<file path="config.mk">
export PLATFORM = sky130hd
export DESIGN_NAME = vector_lane_sequencer_flat
export DESIGN_NICKNAME = d
export VERILOG_FILES = /design/src/rtl/vector_lane_sequencer_if.sv /design/src/rtl/vector_lane_sequencer.sv /design/src/flat_wrapper.sv
export SDC_FILE = /design/constraint.sdc
export NUM_CORES = 2
export LEC_CHECK = 0
export CAP_MARGIN = 0
export CORE_MARGIN = 2
export CORE_UTILIZATION = 40
export DETAILED_ROUTE_END_ITERATION = 6
export DONT_BUFFER_PORTS = 1
export GPL_ROUTABILITY_DRIVEN = 1
export PLACE_DENSITY = 0.6
export SLEW_MARGIN = 20
export SYNTH_ARGS = -nofsm -noshare
export SYNTH_HDL_FRONTEND = slang
export SYNTH_SLANG_ARGS = --single-unit
export TNS_END_PERCENT = 1
</file>
<file path="constraint.sdc">
create_clock -name clk -period 58.4 [get_ports clk]
set_input_delay 11.68 -clock clk [delete_from_list [all_inputs] [get_ports clk]]
set_output_delay 11.68 -clock clk [all_outputs]
set_load 0.005 [all_outputs]
</file>
<file path="src/rtl/vector_lane_sequencer_if.sv">
// ---------------------------------------------------------------------------
// vector_lane_sequencer_if
//
// Bundles every handshake and data signal of the vector lane sequencer.
//   Instruction request : req_valid, req_ready, req_opcode, req_op_1, req_op_2
//   Lane unit channel   : lane_valid, lane_op, lane_a, lane_b,
//                         lane_done, lane_result
//   Response channel    : resp_valid, resp_ready, resp_result, resp_err
//   Status              : busy
//
// Modports
//   slave  : the sequencer itself.
//   master : the surrounding environment (issue logic, lane unit, consumer).
// ---------------------------------------------------------------------------
interface vector_lane_sequencer_if #(
    parameter int LANES  = 16,
    parameter int LANE_W = 16
);
    localparam int VEC_W = LANES * LANE_W;

    logic              req_valid;
    logic              req_ready;
    logic [3:0]        req_opcode;
    logic [VEC_W-1:0]  req_op_1;
    logic [VEC_W-1:0]  req_op_2;

    logic              lane_valid;
    logic              lane_op;
    logic [LANE_W-1:0] lane_a;
    logic [LANE_W-1:0] lane_b;
    logic              lane_done;
    logic [LANE_W-1:0] lane_result;

    logic              resp_valid;
    logic              resp_ready;
    logic [VEC_W-1:0]  resp_result;
    logic              resp_err;

    logic              busy;

    modport slave (
        input  req_valid, req_opcode, req_op_1, req_op_2,
        output req_ready,
        output lane_valid, lane_op, lane_a, lane_b,
        input  lane_done, lane_result,
        output resp_valid, resp_result, resp_err,
        input  resp_ready,
        output busy
    );

    modport master (
        output req_valid, req_opcode, req_op_1, req_op_2,
        input  req_ready,
        input  lane_valid, lane_op, lane_a, lane_b,
        output lane_done, lane_result,
        input  resp_valid, resp_result, resp_err,
        output resp_ready,
        input  busy
    );
endinterface

</file>
<file path="src/rtl/vector_lane_sequencer.sv">
// ---------------------------------------------------------------------------
// vector_lane_sequencer
//
// Executes one vector instruction (LANES x LANE_W-bit FP16 lanes) by issuing
// one scalar add/multiply at a time to a shared lane unit with variable
// latency, gathering the scalar results into a result vector.
//
// Opcodes: 0000 VADD, 0001 VDOT, 0010 SMUL, 1111 NOP, anything else illegal.
//
// Ports
//   clk  : clock, all state changes on the rising edge
//   rst  : asynchronous, active-high reset
//   bus  : vector_lane_sequencer_if.slave
//          req_*  instruction in (valid/ready, accepted only in IDLE)
//          lane_* one outstanding scalar operation to the lane unit
//          resp_* result vector and error flag (valid/ready)
//          busy   high whenever the sequencer is not IDLE
//
// All outputs come straight from registers.
// ---------------------------------------------------------------------------
module vector_lane_sequencer #(
    parameter int LANES   = 16,
    parameter int LANE_W  = 16,
    parameter int TIMEOUT = 255
) (
    input logic clk,
    input logic rst,
    vector_lane_sequencer_if.slave bus
);

    localparam int VEC_W = LANES * LANE_W;
    localparam int IDX_W = $clog2(LANES);
    localparam int TMR_W = $clog2(TIMEOUT + 1);

    localparam logic [IDX_W-1:0] LAST_IDX  = IDX_W'(LANES - 1);
    localparam logic [TMR_W-1:0] TMR_LIMIT = TMR_W'(TIMEOUT - 1);

    localparam logic [3:0] OP_VADD = 4'b0000;
    localparam logic [3:0] OP_VDOT = 4'b0001;
    localparam logic [3:0] OP_SMUL = 4'b0010;
    localparam logic [3:0] OP_NOP  = 4'b1111;

    typedef enum logic [1:0] {
        S_IDLE,
        S_ISSUE,
        S_NEXT,
        S_RESP
    } state_t;

    state_t             state_q;
    logic [3:0]         opc_q;
    logic [VEC_W-1:0]   op1_q;
    logic [VEC_W-1:0]   op2_q;
    logic [IDX_W-1:0]   idx_q;
    logic               step_q;
    logic [LANE_W-1:0]  acc_q;
    logic [LANE_W-1:0]  tmp_q;
    logic [TMR_W-1:0]   tmr_q;

    logic               req_ready_q;
    logic               busy_q;
    logic               lane_valid_q;
    logic               lane_op_q;
    logic [LANE_W-1:0]  lane_a_q;
    logic [LANE_W-1:0]  lane_b_q;
    logic               resp_valid_q;
    logic               resp_err_q;
    logic [VEC_W-1:0]   resp_result_q;

    logic [IDX_W-1:0]   idx_d;
    logic               step_d;
    logic               last_op;

    // Opcodes that actually drive the lane unit.
    function automatic logic is_lane_op(input logic [3:0] opc);
        return (opc == OP_VADD) || (opc == OP_VDOT) || (opc == OP_SMUL);
    endfunction

    // Lane command {op, a, b} for operation (idx, step) of an instruction.
    // op: 0 = add, 1 = multiply.
    function automatic logic [2*LANE_W:0] lane_cmd(
        input logic [3:0]        opc,
        input logic [IDX_W-1:0]  idx,
        input logic              step,
        input logic [VEC_W-1:0]  op1,
        input logic [VEC_W-1:0]  op2,
        input logic [LANE_W-1:0] acc,
        input logic [LANE_W-1:0] tmp
    );
        logic [LANE_W-1:0] a_i;
        logic [LANE_W-1:0] b_i;
        a_i = op1[idx*LANE_W +: LANE_W];
        b_i = op2[idx*LANE_W +: LANE_W];
        case (opc)
            // SMUL broadcasts lane 0 of op_1 as the scalar.
            OP_SMUL: return {1'b1, op1[LANE_W-1:0], b_i};
            // VDOT alternates product (step 0) and accumulate (step 1).
            OP_VDOT: return step ? {1'b0, acc, tmp} : {1'b1, a_i, b_i};
            default: return {1'b0, a_i, b_i};
        endcase
    endfunction

    // Position of the following operation; only VDOT has a second step
    // per lane.
    always_comb begin
        idx_d  = idx_q;
        step_d = 1'b0;
        if ((opc_q == OP_VDOT) && !step_q) begin
            step_d = 1'b1;
        end else begin
            idx_d = idx_q + 1'b1;
        end
    end

    assign last_op = (idx_q == LAST_IDX) && ((opc_q != OP_VDOT) || step_q);

    always_ff @(posedge clk or posedge rst) begin
        if (rst) begin
            state_q       <= S_IDLE;
            opc_q         <= '0;
            op1_q         <= '0;
            op2_q         <= '0;
            idx_q         <= '0;
            step_q        <= 1'b0;
            acc_q         <= '0;
            tmp_q         <= '0;
            tmr_q         <= '0;
            req_ready_q   <= 1'b1;
            busy_q        <= 1'b0;
            lane_valid_q  <= 1'b0;
            lane_op_q     <= 1'b0;
            lane_a_q      <= '0;
            lane_b_q      <= '0;
            resp_valid_q  <= 1'b0;
            resp_err_q    <= 1'b0;
            resp_result_q <= '0;
        end else begin
            case (state_q)
                S_IDLE: begin
                    if (bus.req_valid && req_ready_q) begin
                        opc_q         <= bus.req_opcode;
                        op1_q         <= bus.req_op_1;
                        op2_q         <= bus.req_op_2;
                        idx_q         <= '0;
                        step_q        <= 1'b0;
                        acc_q         <= '0;
                        tmp_q         <= '0;
                        tmr_q         <= '0;
                        resp_result_q <= '0;
                        req_ready_q   <= 1'b0;
                        busy_q        <= 1'b1;
                        if (is_lane_op(bus.req_opcode)) begin
                            state_q      <= S_ISSUE;
                            lane_valid_q <= 1'b1;
                            {lane_op_q, lane_a_q, lane_b_q} <= lane_cmd(
                                bus.req_opcode, '0, 1'b0,
                                bus.req_op_1, bus.req_op_2, '0, '0);
                        end else begin
                            // NOP and illegal opcodes answer at once with
                            // an all-zero result.
                            state_q      <= S_RESP;
                            resp_valid_q <= 1'b1;
                            resp_err_q   <= (bus.req_opcode != OP_NOP);
                        end
                    end
                end

                S_ISSUE: begin
                    if (bus.lane_done) begin
                        lane_valid_q <= 1'b0;
                        state_q      <= S_NEXT;
                        if (opc_q == OP_VDOT) begin
                            if (step_q) begin
                                acc_q <= bus.lane_result;
                            end else begin
                                tmp_q <= bus.lane_result;
                            end
                        end else begin
                            resp_result_q[idx_q*LANE_W +: LANE_W] <= bus.lane_result;
                        end
                    end else if (tmr_q == TMR_LIMIT) begin
                        // Lane unit stalled: abort with whatever has been
                        // gathered so far.
                        lane_valid_q <= 1'b0;
                        state_q      <= S_RESP;
                        resp_valid_q <= 1'b1;
                        resp_err_q   <= 1'b1;
                        if (opc_q == OP_VDOT) begin
                            resp_result_q <= VEC_W'(acc_q);
                        end
                    end else begin
                        tmr_q <= tmr_q + 1'b1;
                    end
                end

                S_NEXT: begin
                    if (last_op) begin
                        state_q      <= S_RESP;
                        resp_valid_q <= 1'b1;
                        if (opc_q == OP_VDOT) begin
                            resp_result_q <= VEC_W'(acc_q);
                        end
                    end else begin
                        // acc/tmp were updated on the ISSUE exit edge, so
                        // the step-1 operands are already current here.
                        state_q      <= S_ISSUE;
                        idx_q        <= idx_d;
                        step_q       <= step_d;
                        tmr_q        <= '0;
                        lane_valid_q <= 1'b1;
                        {lane_op_q, lane_a_q, lane_b_q} <= lane_cmd(
                            opc_q, idx_d, step_d, op1_q, op2_q, acc_q, tmp_q);
                    end
                end

                S_RESP: begin
                    if (bus.resp_ready) begin
                        state_q      <= S_IDLE;
                        resp_valid_q <= 1'b0;
                        resp_err_q   <= 1'b0;
                        req_ready_q  <= 1'b1;
                        busy_q       <= 1'b0;
                    end
                end

                default: begin
                    state_q <= S_IDLE;
                end
            endcase
        end
    end

    assign bus.req_ready   = req_ready_q;
    assign bus.busy        = busy_q;
    assign bus.lane_valid  = lane_valid_q;
    assign bus.lane_op     = lane_op_q;
    assign bus.lane_a      = lane_a_q;
    assign bus.lane_b      = lane_b_q;
    assign bus.resp_valid  = resp_valid_q;
    assign bus.resp_err    = resp_err_q;
    assign bus.resp_result = resp_result_q;

endmodule

</file>
<file path="src/flat_wrapper.sv">
// flat-port wrapper written by rule: the top's interface ports become plain ports
module vector_lane_sequencer_flat 
#(
    parameter int LANES   = 16,
    parameter int LANE_W  = 16,
    parameter int TIMEOUT = 255
)
  (clk, rst, bus_req_valid, bus_req_opcode, bus_req_op_1, bus_req_op_2, bus_req_ready, bus_lane_valid, bus_lane_op, bus_lane_a, bus_lane_b, bus_lane_done, bus_lane_result, bus_resp_valid, bus_resp_result, bus_resp_err, bus_resp_ready, bus_busy);
  vector_lane_sequencer_if #(.LANES(LANES), .LANE_W(LANE_W)) bus_i ();
  input logic clk;
  input logic rst;
  input wire logic [$bits(bus_i.req_valid)-1:0] bus_req_valid;
  input wire logic [$bits(bus_i.req_opcode)-1:0] bus_req_opcode;
  input wire logic [$bits(bus_i.req_op_1)-1:0] bus_req_op_1;
  input wire logic [$bits(bus_i.req_op_2)-1:0] bus_req_op_2;
  output wire logic [$bits(bus_i.req_ready)-1:0] bus_req_ready;
  output wire logic [$bits(bus_i.lane_valid)-1:0] bus_lane_valid;
  output wire logic [$bits(bus_i.lane_op)-1:0] bus_lane_op;
  output wire logic [$bits(bus_i.lane_a)-1:0] bus_lane_a;
  output wire logic [$bits(bus_i.lane_b)-1:0] bus_lane_b;
  input wire logic [$bits(bus_i.lane_done)-1:0] bus_lane_done;
  input wire logic [$bits(bus_i.lane_result)-1:0] bus_lane_result;
  output wire logic [$bits(bus_i.resp_valid)-1:0] bus_resp_valid;
  output wire logic [$bits(bus_i.resp_result)-1:0] bus_resp_result;
  output wire logic [$bits(bus_i.resp_err)-1:0] bus_resp_err;
  input wire logic [$bits(bus_i.resp_ready)-1:0] bus_resp_ready;
  output wire logic [$bits(bus_i.busy)-1:0] bus_busy;
  assign bus_i.req_valid = bus_req_valid;
  assign bus_i.req_opcode = bus_req_opcode;
  assign bus_i.req_op_1 = bus_req_op_1;
  assign bus_i.req_op_2 = bus_req_op_2;
  assign bus_req_ready = bus_i.req_ready;
  assign bus_lane_valid = bus_i.lane_valid;
  assign bus_lane_op = bus_i.lane_op;
  assign bus_lane_a = bus_i.lane_a;
  assign bus_lane_b = bus_i.lane_b;
  assign bus_i.lane_done = bus_lane_done;
  assign bus_i.lane_result = bus_lane_result;
  assign bus_resp_valid = bus_i.resp_valid;
  assign bus_resp_result = bus_i.resp_result;
  assign bus_resp_err = bus_i.resp_err;
  assign bus_i.resp_ready = bus_resp_ready;
  assign bus_busy = bus_i.busy;
  vector_lane_sequencer #(.LANES(LANES), .LANE_W(LANE_W), .TIMEOUT(TIMEOUT)) u_core (.clk(clk), .rst(rst), .bus(bus_i));
endmodule
</file>
Word level (Yosys, flattened, before mapping):

Index checks and enable logic that the tools add are counted.

* bits in read-only memories: 0
* bits in registers: 857
* memories: 0
* RAM bits: 0
* output and inout bits: 294
* logic and storage cells: 150
* input port bits: 537
* bits in latches: 0

* div/mod/pow operators: 0
* add/sub/neg operators: 3
* multiplexer cells: 72
* multipliers: 0
* shift operators: 4
* reductions and logical operators: 27
* bitwise gates (word level): 0
* $lt $le $gt $ge: 0
* eq/ne operators: 26

Operators by type and width (count)
* $mux 256: 6
* $pmux 256 s3: 1
* $shiftx 256x9->16: 2
* $bwmux 256: 1
* $shift 16x34->256 const A: 1
* $shiftx 16x34->256: 1
* $mux 16: 13
* $pmux 16 s2: 4
* $mux 33: 2
* $pmux 33 s2: 1
* $neg 8->34: 1
* $mux 8: 4
* $reduce_and 5->1: 5
* $pmux 8 s3: 1
* $mux 1: 21
* $ne 2x2->1 const B: 7
* $mux 2: 6
* $mux 4: 3
* $ne 2x1->1 const B: 6
* $reduce_and 6->1: 2
* $reduce_and 3->1: 3
* $add 8x1->8 const B: 1
* $eq 4x1->1 const B: 2
* $eq 4x2->1 const B: 2
* other kinds (24): 36

Logic depth before layout (Yosys ltp):

* word-level depth: 8
* depth in mapped cells: 15
* gate-level depth less buffers: 9

Least setup slack after synthesis:

OpenSTA, ideal clock, no wires.

* path kind: in2reg
* start: input port bus_lane_done
* end: register u_core.resp_result_q[192] (netlist: u_core.bus.resp_result[192])
* slack: 45.084 ns
* arrival: 13.195 ns
* stages on the path: 6
* buffers on the path: 2
* data required time: 58.279 ns
* library setup time: 0.121 ns
* cell sequence: o21a_1 a2111oi_4 buf_2 nand2_1 clkbuf_1 a22o_1

* longest elaborated chain between the ends: 2

RTL lines
* from (decl): line flat_wrapper.sv:21 `input wire logic [$bits(bus_i.lane_done)-1:0] bus_lane_done;`
* $ne 3x3->1 (no source line) (tied with other cells)
* $reduce_and 5->1 (no source line) or $pmux 256 s3 (tied branches)
* to (signal, indexed assignment): line vector_lane_sequencer.sv:179 `resp_result_q[idx_q*LANE_W +: LANE_W] <= bus.lane_result;`
* to (signal assigned): line vector_lane_sequencer.sv:189 `resp_result_q <= VEC_W'(acc_q);`
* to (signal assigned): line vector_lane_sequencer.sv:201 `resp_result_q <= VEC_W'(acc_q);`
* to (decl): line vector_lane_sequencer.sv:68 `logic [VEC_W-1:0] resp_result_q;`

Parallel ways exist; a longest one is shown, timed or not.
A chain may end at the register's enable or synchronous reset.

==> flow_summary.toml <==
[clock_network]
clkSinkCount = 857
clkLatencyLatePin_ns = 0.69
numCtsBuffers = 96
cts_resized = 0
htreeDepth = 3
cts_root_buf = "clkbuf_16"
cts.clk_slew.worst_paths_ns = 0.06
clk_path_buf_depth = 3
cts_tree = "done"
post-cts-setup-buffers = 0
postCtsHoldBufs = 0

[grt]
grt_max_degree = 217
grt_pass1_vias = 33200
grt-ovfl-total = 0
antenna_found_initial = 33
grt_first_pass_wirelength_um = 234000
grt_usage_pct = 29.7

[yosys]
yosysUniqueCellTypes = 71
synth.top_cells.by_area = "dfrtp_1 (52%), nand2_1 (16%), mux2i_1 (4.5%)"
synth_seq_area_share_pct = 51.7
ys_seq_elements = 857
async_reset_ff_share_pct = 100
ys.flop_type = "dfrtp_1"
syn_nets = 5115
avgSynthCellArea_um2 = 9.07
synth_top_area_share_pct = 51.7
syn_area_um2 = 41400
yosysWarnings = 0
synth_cells = 4569
synth_edf_count = 0
synth_top_cell_by_area = "dfrtp_1"

[timing]
finalSetupViolations = 0
finalHoldViolCount = 0
rsz0062_at_grt = "no"
tns_ns = 0
slew_viol_final = 0
timing.fmax_mhz = 67.8
period_minus_slack_ns = 14.76
worstMarginPinSlew_ns = 1.31
hold_slack_ns = 0.476
fin_skew_ns = 0.0380
min_period_over_period_pct = 25.3
fin_ws_ns = 43.64
slew_headroom_pct = 12.7

[power]
powerDensity_nw_per_um2 = 27.0
ir_drop_mv = 0.0241
leakagePower_uw = 0.0225

[setup_path]
crit_start = "rst"
required_ns = 59.09
critPathMaxFanout = 138
endpoint_kind = "async pin"
critPathSlowestCell = "buf_4"
cp_slowest_stage_delay_ns = 0.92
crit_buf_inv = 5
cpLargestDelayFamily = "buffers and inverters"
startpoint_type = "input pin"
path_class = "in2async"
crit_chain = "inv_8 > buf_12 > buf_4 > buf_4 > buf_4"
arrival_ns = 15.45
r2r-start = "u_core.idx_q[1]"
crit_top_cell = "buf_4"

[route]
vias = 34600
wl_um = 162000
initialDrtViolationCount = 3617
remaining_drc_errors = 0
wire_per_inst_um = 27.7
viasPerCell = 5.91
ant_nets = 0
drt_first_pass_iters = 6

[finish]
fin_area_um2 = 45800
final_nets = 4912
synthToLayoutAreaGrowth_pct = 10.6
multi_input_area_um2 = 18700
regArea_um2 = 21500
drive_gt1_share_pct = 7.26
fillCellCount = 9898

[floorplan]
rows = 118
start_util_pct = 40.2
core_area_um2 = 103000
die_height_um = 326
die-area_um2 = 106000
ios = 831
die_w_um = 326

[placed_design]
port_buffers = 0
placed_area_um2 = 42500
place_congestion = 0.869
place_ws_ns = 42.72
hpwlAfterDp_um = 113000

[run_status]
status = "completed"

[min_path]
holdCritStartpoint = "u_core.op2_q[184]"
hold_path.class = "reg2reg"

[flow_run]
cap_violations = 0
[power by group]
part / total (uW) / switching [uW] / internal, uW / leakage [uW]
registers: 594 / 0 / 594 / 0.0120
clock network: 631 / 263 / 367 / 0.00160
logic: 13.8 / 12.4 / 1.48 / 0.00893
[cells by family after synthesis]
group / count (synthesis) / synth area share, %
compound gates: 989 / 17.3
xor+xnor: 8 / 0.205
fa+ha+maj: 9 / 0.272
buf+inv: 386 / 3.62
flops: 857 / 51.7
mux: 245 / 6.80
simple gates: 2075 / 20.0
[registers in the layout, summed over array words and instances, names as in the netlist]
signal and cells:
u_core.opc_q 4, u_core.bus.lane_valid 1, u_core.bus.lane_a 16, u_core.bus.resp_valid 1
u_core.bus.busy 1, u_core.op1_q 256, u_core.op2_q 256, u_core.bus.resp_result 256
u_core.bus.lane_op 1, u_core.bus.lane_b 16, u_core.bus.resp_err 1, u_core.step_q 1
u_core.tmr_q 8, u_core.idx_q 4, u_core.state_q 2, u_core.tmp_q 16
u_core.acc_q 16, u_core.bus.req_ready 1
[worst min-delay path, stage by stage (launching register included)]
cell and delay [ns]:
dfrtp_1 0.34, nand2_1 0.05, nand2_1 0.05
[cells in the final DEF, fill, tap and decap left out, types with 30 or more instances in the layout]
cell / n
nor3_1: 31
o21ai_0: 154
dfrtp_1: 854
a21oi_1: 160
buf_4: 59
a22oi_1: 39
a211oi_1: 108
diode_2: 30
o22ai_1: 42
o221ai_1: 31
clkbuf_16: 99
nor2b_1: 67
mux2_2: 32
nand2_1: 1743
a221oi_1: 35
nor2_1: 116
a32o_1: 67
a22o_1: 199
mux2i_1: 187
[worst paths after layout]
check / to / slack (ns) / cells past startpoint
min reg2reg: u_core.op2_q[184] / 0.48 / 2
min in group asynchronous: u_core.bus.resp_result[190] / 10.93 / 1
max: u_core.op1_q[102] / 43.64 / 5
max in group clk: u_core.op1_q[209] / 43.90 / 7
max reg2reg: u_core.bus.lane_a[9] / 52.95 / 10
min: u_core.op2_q[184] / 0.48 / 2
[routing by layer]
metal,vias up,share of wire (%),global-route usage (%)
li1,15500,-,-
met1,17100,39,37.5
met4,12,5.1,14.7
met5,-,0.049,0
met2,1582,46,46.3
met3,350,9.3,8.70
[cells in the mapped netlist (42+ instances only)]
master	number
a32o_1	67
mux2i_1	187
dfrtp_1	856
nor2b_1	67
nand2_1	1745
o21ai_0	156
o22ai_1	42
buf_1	45
a21oi_1	161
nor2_1	121
a211oi_1	109
a22o_1	199
clkbuf_1	282
[through the flow]
step | power [uW] | std cells | utilization [%]
2_1_floorplan | 618 | 4569 | -
3_3_place_gp | 619 | 5647 | 41.1
3_5_place_dp | 619 | 5647 | 41.2
4_1_cts | 1250 | 5817 | 44.3
5_1_grt | 1270 | 5843 | 44.4
6_report | 1240 | 5848 | 44.4
[final cells by class]
cell class | instances | area share, %
Timing Repair Buffer | 67 | 1.31
Tap cell | 1380 | 3.77
Clock inverter | 32 | 0.895
Clock buffer | 138 | 6.16
Multi-Input combinational cell | 3326 | 40.7
Inverter | 18 | 0.164
Sequential cell | 857 | 46.8
Antenna cell | 30 | 0.164
Power figures use the tool's default switching activity.
